File: config.mk
export PLATFORM = sky130hd
export DESIGN_NAME = uart_cmd_parser
export DESIGN_NICKNAME = d
export VERILOG_FILES = /design/src/rtl/uart_dbg_pkg.sv /design/src/rtl/ascii_hex_decode.sv /design/src/rtl/uart_cmd_parser.sv
export SDC_FILE = /design/constraint.sdc
export NUM_CORES = 1
export LEC_CHECK = 0
export CAP_MARGIN = 20
export CORE_MARGIN = 4
export CORE_UTILIZATION = 54
export DETAILED_ROUTE_END_ITERATION = 12
export PLACE_DENSITY = 0.89
export RECOVER_POWER = 100
export SLEW_MARGIN = 30
export SYNTH_ARGS = -nofsm -noshare
export SYNTH_HDL_FRONTEND = slang
export SYNTH_SLANG_ARGS = --single-unit
File: constraint.sdc
create_clock -name clk -period 6.2 [get_ports clk]
set_clock_uncertainty 0.1 [all_clocks]
set_input_delay 1.55 -clock clk [delete_from_list [all_inputs] [get_ports clk]]
set_output_delay 1.55 -clock clk [all_outputs]
set_load 0.02 [all_outputs]
File: src/rtl/uart_dbg_pkg.sv
`default_nettype none
// ============================================================================
// Module      : uart_dbg_pkg
// Description : Shared types and constants for the UART debug command parser.
//               Defines command opcodes, error codes, the ASCII characters
//               that structure a command line, and the parser state encoding.
// Revision    : 1.0  initial release
// ============================================================================
package uart_dbg_pkg;

    typedef enum logic [1:0] {
        OP_HELP  = 2'd0,
        OP_TEST  = 2'd1,
        OP_READ  = 2'd2,
        OP_WRITE = 2'd3
    } cmd_op_t;

    typedef enum logic [2:0] {
        ERR_NONE    = 3'd0,
        ERR_OPCODE  = 3'd1,
        ERR_HEX     = 3'd2,
        ERR_COUNT   = 3'd3,
        ERR_OVERRUN = 3'd4,
        ERR_SEP     = 3'd5
    } err_code_t;

    localparam logic [7:0] c_ASCII_CR    = 8'h0D;
    localparam logic [7:0] c_ASCII_LF    = 8'h0A;
    localparam logic [7:0] c_ASCII_SP    = 8'h20;
    localparam logic [7:0] c_ASCII_QMARK = 8'h3F;  // '?'
    localparam logic [7:0] c_ASCII_T     = 8'h74;  // 't'
    localparam logic [7:0] c_ASCII_R     = 8'h52;  // 'R'
    localparam logic [7:0] c_ASCII_W     = 8'h57;  // 'W'

    typedef enum logic [2:0] {
        ST_IDLE    = 3'd0,
        ST_EOL     = 3'd1,
        ST_ADDR    = 3'd2,
        ST_DATA    = 3'd3,
        ST_DISCARD = 3'd4,
        ST_ISSUE   = 3'd5
    } parse_state_t;

endpackage
`default_nettype wire

File: src/rtl/ascii_hex_decode.sv
`default_nettype none
// ============================================================================
// Module      : ascii_hex_decode
// Description : Combinational ASCII hex digit decoder (case-insensitive).
//   i_byte    in  8  ASCII character
//   o_is_hex  out 1  character is 0-9, A-F or a-f
//   o_nibble  out 4  value of the digit (0 when not hex)
// Revision    : 1.0  initial release
// ============================================================================
module ascii_hex_decode (
    input  logic [7:0] i_byte,
    output logic       o_is_hex,
    output logic [3:0] o_nibble
);

    always_comb begin
        o_is_hex = 1'b0;
        o_nibble = 4'd0;
        if (i_byte >= 8'h30 && i_byte <= 8'h39) begin
            o_is_hex = 1'b1;
            o_nibble = i_byte[3:0];
        end else if ((i_byte >= 8'h41 && i_byte <= 8'h46) ||
                     (i_byte >= 8'h61 && i_byte <= 8'h66)) begin
            // 'A'..'F' and 'a'..'f' share the low nibble 1..6
            o_is_hex = 1'b1;
            o_nibble = i_byte[3:0] + 4'd9;
        end
    end

endmodule
`default_nettype wire

File: src/rtl/uart_cmd_parser.sv
`default_nettype none
// ============================================================================
// Module      : uart_cmd_parser
// Description : Parses ASCII debug command lines ("?", "t", "R<addr>",
//               "W<addr> <data>", each CR-terminated) from a UART byte stream
//               into decoded commands on a valid/ready handshake, with a
//               one-cycle error strobe for malformed lines.
//   clk          in   1       system clock
//   rst          in   1       synchronous reset, active-high
//   rx_valid_i   in   1       received byte strobe
//   rx_data_i    in   8       received byte
//   cmd_valid_o  out  1       decoded command available
//   cmd_ready_i  in   1       downstream accepts command
//   cmd_op_o     out  2       0=HELP 1=TEST 2=READ 3=WRITE
//   cmd_addr_o   out  ADDR_W  address
//   cmd_wdata_o  out  DATA_W  write data
//   err_valid_o  out  1       one-cycle error strobe
//   err_code_o   out  3       last error code
//   busy_o       out  1       parser not idle
// Revision    : 1.0  initial release
// ============================================================================
module uart_cmd_parser #(
    parameter int ADDR_W = 32,  // multiple of 4, at most 60
    parameter int DATA_W = 32   // multiple of 4, at most 60
) (
    input  logic              clk,
    input  logic              rst,
    input  logic              rx_valid_i,
    input  logic [7:0]        rx_data_i,
    output logic              cmd_valid_o,
    input  logic              cmd_ready_i,
    output logic [1:0]        cmd_op_o,
    output logic [ADDR_W-1:0] cmd_addr_o,
    output logic [DATA_W-1:0] cmd_wdata_o,
    output logic              err_valid_o,
    output logic [2:0]        err_code_o,
    output logic              busy_o
);

    import uart_dbg_pkg::*;

    localparam logic [3:0] c_ADDR_DIGITS = 4'(ADDR_W / 4);
    localparam logic [3:0] c_DATA_DIGITS = 4'(DATA_W / 4);

    parse_state_t      r_state,       w_state_nxt;
    cmd_op_t           r_op,          w_op_nxt;
    logic [ADDR_W-1:0] r_addr,        w_addr_nxt;
    logic [DATA_W-1:0] r_wdata,       w_wdata_nxt;
    logic [3:0]        r_cnt,         w_cnt_nxt;
    logic              r_err_valid;
    logic [2:0]        r_err_code;
    // Last byte dropped during ISSUE was not CR: the line is still open.
    logic              r_ovr_discard, w_ovr_discard_nxt;

    logic              w_err_fire;
    err_code_t         w_err_code;
    logic              w_is_hex;
    logic [3:0]        w_nibble;
    logic              w_is_cr;
    logic              w_is_sp;
    logic              w_full;

    ascii_hex_decode u_hex (
        .i_byte   (rx_data_i),
        .o_is_hex (w_is_hex),
        .o_nibble (w_nibble)
    );

    assign w_is_cr = (rx_data_i == c_ASCII_CR);
    assign w_is_sp = (rx_data_i == c_ASCII_SP);
    assign w_full  = (r_state == ST_ADDR) ? (r_cnt == c_ADDR_DIGITS)
                                          : (r_cnt == c_DATA_DIGITS);

    always_comb begin
        w_state_nxt       = r_state;
        w_op_nxt          = r_op;
        w_addr_nxt        = r_addr;
        w_wdata_nxt       = r_wdata;
        w_cnt_nxt         = r_cnt;
        w_err_fire        = 1'b0;
        w_err_code        = ERR_NONE;
        w_ovr_discard_nxt = (r_state == ST_ISSUE) ? r_ovr_discard : 1'b0;

        case (r_state)
            ST_IDLE: begin
                if (rx_valid_i && !w_is_cr && rx_data_i != c_ASCII_LF) begin
                    // Any opcode starts a fresh command with cleared fields
                    w_addr_nxt  = '0;
                    w_wdata_nxt = '0;
                    w_cnt_nxt   = 4'd0;
                    case (rx_data_i)
                        c_ASCII_QMARK: begin w_op_nxt = OP_HELP;  w_state_nxt = ST_EOL;  end
                        c_ASCII_T:     begin w_op_nxt = OP_TEST;  w_state_nxt = ST_EOL;  end
                        c_ASCII_R:     begin w_op_nxt = OP_READ;  w_state_nxt = ST_ADDR; end
                        c_ASCII_W:     begin w_op_nxt = OP_WRITE; w_state_nxt = ST_ADDR; end
                        default: begin
                            w_err_fire  = 1'b1;
                            w_err_code  = ERR_OPCODE;
                            w_state_nxt = ST_DISCARD;
                        end
                    endcase
                end
            end

            ST_EOL: begin
                if (rx_valid_i) begin
                    if (w_is_cr) begin
                        w_state_nxt = ST_ISSUE;
                    end else begin
                        w_err_fire  = 1'b1;
                        w_err_code  = ERR_SEP;
                        w_state_nxt = ST_DISCARD;
                    end
                end
            end

            ST_ADDR, ST_DATA: begin
                if (rx_valid_i) begin
                    if (w_is_hex) begin
                        if (w_full) begin
                            w_err_fire  = 1'b1;
                            w_err_code  = ERR_COUNT;
                            w_state_nxt = ST_DISCARD;
                        end else begin
                            w_cnt_nxt = r_cnt + 4'd1;
                            if (r_state == ST_ADDR)
                                w_addr_nxt = {r_addr[ADDR_W-5:0], w_nibble};
                            else
                                w_wdata_nxt = {r_wdata[DATA_W-5:0], w_nibble};
                        end
                    end else if (w_is_cr) begin
                        // A CR that triggers an error has already closed the
                        // line, so return to IDLE rather than DISCARD.
                        if (!w_full || (r_state == ST_ADDR && r_op == OP_WRITE)) begin
                            w_err_fire  = 1'b1;
                            w_err_code  = ERR_COUNT;
                            w_state_nxt = ST_IDLE;
                        end else begin
                            w_state_nxt = ST_ISSUE;
                        end
                    end else if (w_is_sp) begin
                        if (!w_full) begin
                            w_err_fire  = 1'b1;
                            w_err_code  = ERR_COUNT;
                            w_state_nxt = ST_DISCARD;
                        end else if (r_state == ST_ADDR && r_op == OP_WRITE) begin
                            w_cnt_nxt   = 4'd0;
                            w_state_nxt = ST_DATA;
                        end else begin
                            w_err_fire  = 1'b1;
                            w_err_code  = ERR_SEP;
                            w_state_nxt = ST_DISCARD;
                        end
                    end else begin
                        w_err_fire  = 1'b1;
                        w_err_code  = ERR_HEX;
                        w_state_nxt = ST_DISCARD;
                    end
                end
            end

            ST_DISCARD: begin
                if (rx_valid_i && w_is_cr)
                    w_state_nxt = ST_IDLE;
            end

            ST_ISSUE: begin
                if (rx_valid_i) begin
                    w_err_fire        = 1'b1;
                    w_err_code        = ERR_OVERRUN;
                    w_ovr_discard_nxt = !w_is_cr;
                end
                if (cmd_ready_i)
                    w_state_nxt = w_ovr_discard_nxt ? ST_DISCARD : ST_IDLE;
            end

            default: w_state_nxt = ST_IDLE;
        endcase
    end

    always_ff @(posedge clk) begin
        if (rst) begin
            r_state       <= ST_IDLE;
            r_op          <= OP_HELP;
            r_addr        <= '0;
            r_wdata       <= '0;
            r_cnt         <= 4'd0;
            r_err_valid   <= 1'b0;
            r_err_code    <= 3'd0;
            r_ovr_discard <= 1'b0;
        end else begin
            r_state       <= w_state_nxt;
            r_op          <= w_op_nxt;
            r_addr        <= w_addr_nxt;
            r_wdata       <= w_wdata_nxt;
            r_cnt         <= w_cnt_nxt;
            r_err_valid   <= w_err_fire;
            r_ovr_discard <= w_ovr_discard_nxt;
            if (w_err_fire)
                r_err_code <= w_err_code;
        end
    end

    assign cmd_valid_o = (r_state == ST_ISSUE);
    assign cmd_op_o    = r_op;
    assign cmd_addr_o  = r_addr;
    assign cmd_wdata_o = r_wdata;
    assign err_valid_o = r_err_valid;
    assign err_code_o  = r_err_code;
    assign busy_o      = (r_state != ST_IDLE);

endmodule
`default_nettype wire

==> results.toml <==
[run_status]
outcome = "completed"

[global_route]
grt_max_degree = 74
grt_pass1_wl_mm = 16.13
grt_use_total_pct = 23.11
antenna_found_initial = 0
overflow = 0
grt_pass1_vias = 3330

[cells_and_area]
diodes = 0
utilization_pct = 70.60
area_growth_pct = 23.57
nNetsFinal = 530
nFillCells = 530
drive_gt1_share_pct = 6.589
design_area_sq_um = 4586

[synthesis]
synthFlopType = "dfxtp_1"
synth_edf_count = 0
yosysTopAreaCell = "dfxtp_1"
yosysSeqAreaShare_pct = 42.08
avgSynthCellArea_sq_um = 8.247
syn_area_sq_um = 3711
synth_compound_gate_area_share_pct = 21.48
ys_types = 62
postSynth.asyncResetShare_pct = 0
synthMuxAreaShare_pct = 1.888
netlist.area_leader.share_pct = 42.08
synth_top_family_by_area = "simple AND/OR/NAND/NOR gates"
syn_inst = 450
synthAdderAreaFrac_pct = 2.023
synth-seq-cells = 78
synth_top_cells_by_area = "dfxtp_1 42%, a21oi_1 9.6%, nand3_1 8.8%, nand2_1 8.2%, buf_6 3.0%"
synthSimpleGateAreaFrac_pct = 25.42
synth-xor-area-share_pct = 0.4720
yosys_warnings = 0
synth_nets = 468

[routing]
drtPass1Iterations = 5
viasPerCell = 5.907
drc_errors = 0
wire_per_inst_um = 16.09
drtIter0Drc = 308
antenna_left = 0
wirelength_mm = 9.539
vias = 3503

[power_and_ir_drop]
peakVddDrop_uv = 196.2
leakagePower_nw = 1.779
power_mw = 1.136
power_density_nw_per_um2 = 247.7

[die]
die_x_um = 90.90
initial_core_util_pct = 57.14
core_sq_um = 6495
die-area_sq_um = 8263
num_io_pins = 84
dieHeight_um = 90.90
rows = 29

[min_path]
min_path_cells = 2
hp-class = "flop to flop"

[timing]
slew_headroom_pct = 26.64
worstMarginPinSlew_ns = 1.089
fmax_mhz = 208.6
final-max-slew-violation-count = 0
min_period_ns = 4.795
tns_ns = 0
setup_viol = 0
timing.final.ws_setup_ns = 1.405
fin_crit_sh_pct = 77.33
hold_viol_final = 0
rsz0062_at_grt = "no"

[clock_tree]
hold_buffers = 0
path_clk_slew_ns = 0.08
cts_tree = "yes"
cts_sinks = 78
post_cts_buffers = 0
cts_resized = 0
clk_path_buf_depth = 2
root_buffer = "clkbuf_8"
htreeDepth = 3
numCtsBuffers = 9
clk_latency_ns = 0.34

[setup_path]
r2r_slack_ns = 3.41
crit_arrival_ns = 4.93
critPathLaunchType = "input pin"
reg2reg_depth = 6
crit_fanout = 34
cp.required_ns = 6.33
endpoint_kind = "flop"
critPathKind = "input pin to flop"

[placed_design]
gp_congestion = 0.9947
io_buffers = 83
place_ws_ns = 1.568
postPlaceCellArea_sq_um = 4458
hpwl_mm = 6.442

[flow_run]
cap_viol_max_count = 0
-- cells in the final DEF, fill, tap and decap left out, types with 2 or more instances in the layout --
cell type,synthesis,routed
inv_1,8,8
nand3_1,65,65
a21oi_2,4,3
a311oi_1,2,2
a21bo_2,2,2
nand4_1,2,2
o31ai_1,3,3
mux2i_1,7,7
a21oi_1,71,71
o2111ai_1,3,3
o211a_1,2,2
clkdlybuf4s50_1,0,7
dfxtp_1,78,78
clkbuf_8,0,9
nor2_1,10,10
nand2_1,81,81
and3_1,3,3
ha_1,6,6
nor3_1,8,8
buf_4,0,3
o21ai_0,3,7
a211oi_1,3,4
o41ai_1,1,2
nor3b_1,2,2
a31o_2,2,2
dlygate4sd3_1,0,75
clkinvlp_4,0,3
or3_1,4,4
nor2b_1,3,2
a21o_1,6,6
o22ai_1,2,2
-- per-layer routing --
layer	up-vias	track usage [%]	share of wire, %
met5	-	0	0
met2	122	37.92	48
met3	16	6.000	5.7
li1	1724	-	-
met1	1641	30.25	44
met4	0	6.281	1.5
-- Yosys cell counts, drive strengths merged, types with 2 or more instances --
master / count
dfxtp: 78
a21o: 7
o21ai: 7
a31o: 2
nor3b: 2
a21bo: 2
o41ai: 2
nor3: 8
nand4: 2
nand3: 65
o2111ai: 3
inv: 8
and4bb: 2
buf: 23
a2111oi: 2
o31ai: 3
a311oi: 2
o211a: 2
o22ai: 2
and3: 3
nor2b: 3
mux2i: 7
nor2: 11
clkbuf: 12
a211oi: 4
nand2: 81
ha: 6
or3: 4
a21oi: 75
-- registers in the layout, indices dropped and copies added (netlist names) --
register,count
r_state,3
r_cnt,4
err_code_o,3
r_ovr_discard,1
err_valid_o,1
cmd_op_o,2
cmd_wdata_o,32
cmd_addr_o,32
-- final timing paths --
| check | start | end |
|---|---|---|
| setup / recovery | rx_data_i[3] | cmd_addr_o[3]$_SDFFE_PP0P_ |
| hold / removal | cmd_addr_o[28]$_SDFFE_PP0P_ | cmd_addr_o[28]$_SDFFE_PP0P_ |
| setup reg to reg | r_cnt[0]$_SDFFE_PP0P_ | cmd_addr_o[3]$_SDFFE_PP0P_ |
| hold reg to reg | cmd_addr_o[28]$_SDFFE_PP0P_ | cmd_addr_o[28]$_SDFFE_PP0P_ |
-- critical path: stages --
cell and delay [ns]:
dlygate4sd3_1 0.67, or3b_4 0.44, nor4_1 0.54, o21ai_0 0.41
a2111o_1 0.91, o41ai_1 0.40
-- cell type report --
class | count | area (sq um) | area share (%)
tap | 77 | 96.34 | 2.101
multi-input combinational | 329 | 1886 | 41.12
timing repair buffer | 86 | 848.3 | 18.50
clock inverter | 5 | 36.28 | 0.7913
clock buffer | 10 | 127.6 | 2.783
sequential | 78 | 1562 | 34.05
inverter | 8 | 30.03 | 0.6548
-- through the flow --
stage / hold slack, ns / instances
final: 0.3543 / 593
after global routing: 0.3831 / 593
after CTS: 0.3617 / 593
after detailed placement: 0.3514 / 578
after global placement: 0.3418 / 578
after floorplan: 0.3656 / 450
-- power breakdown --
group / switching [mW] / leakage (nW) / internal [mW]
Combinational: 0.197 / 1.08 / 0.0810
Sequential: 0.0192 / 0.629 / 0.512
Clock: 0.182 / 0.0748 / 0.144
-- kinds of logic after synthesis --
| logic type | count (synthesis) |
|---|---|
| mux | 7 |
| xor+xnor | 2 |
| flops | 78 |
| simple gates | 192 |
| compound gates | 122 |
| fa+ha+maj | 6 |
| buf+inv | 43 |
Note: power is estimated with default switching activity, not from simulation.
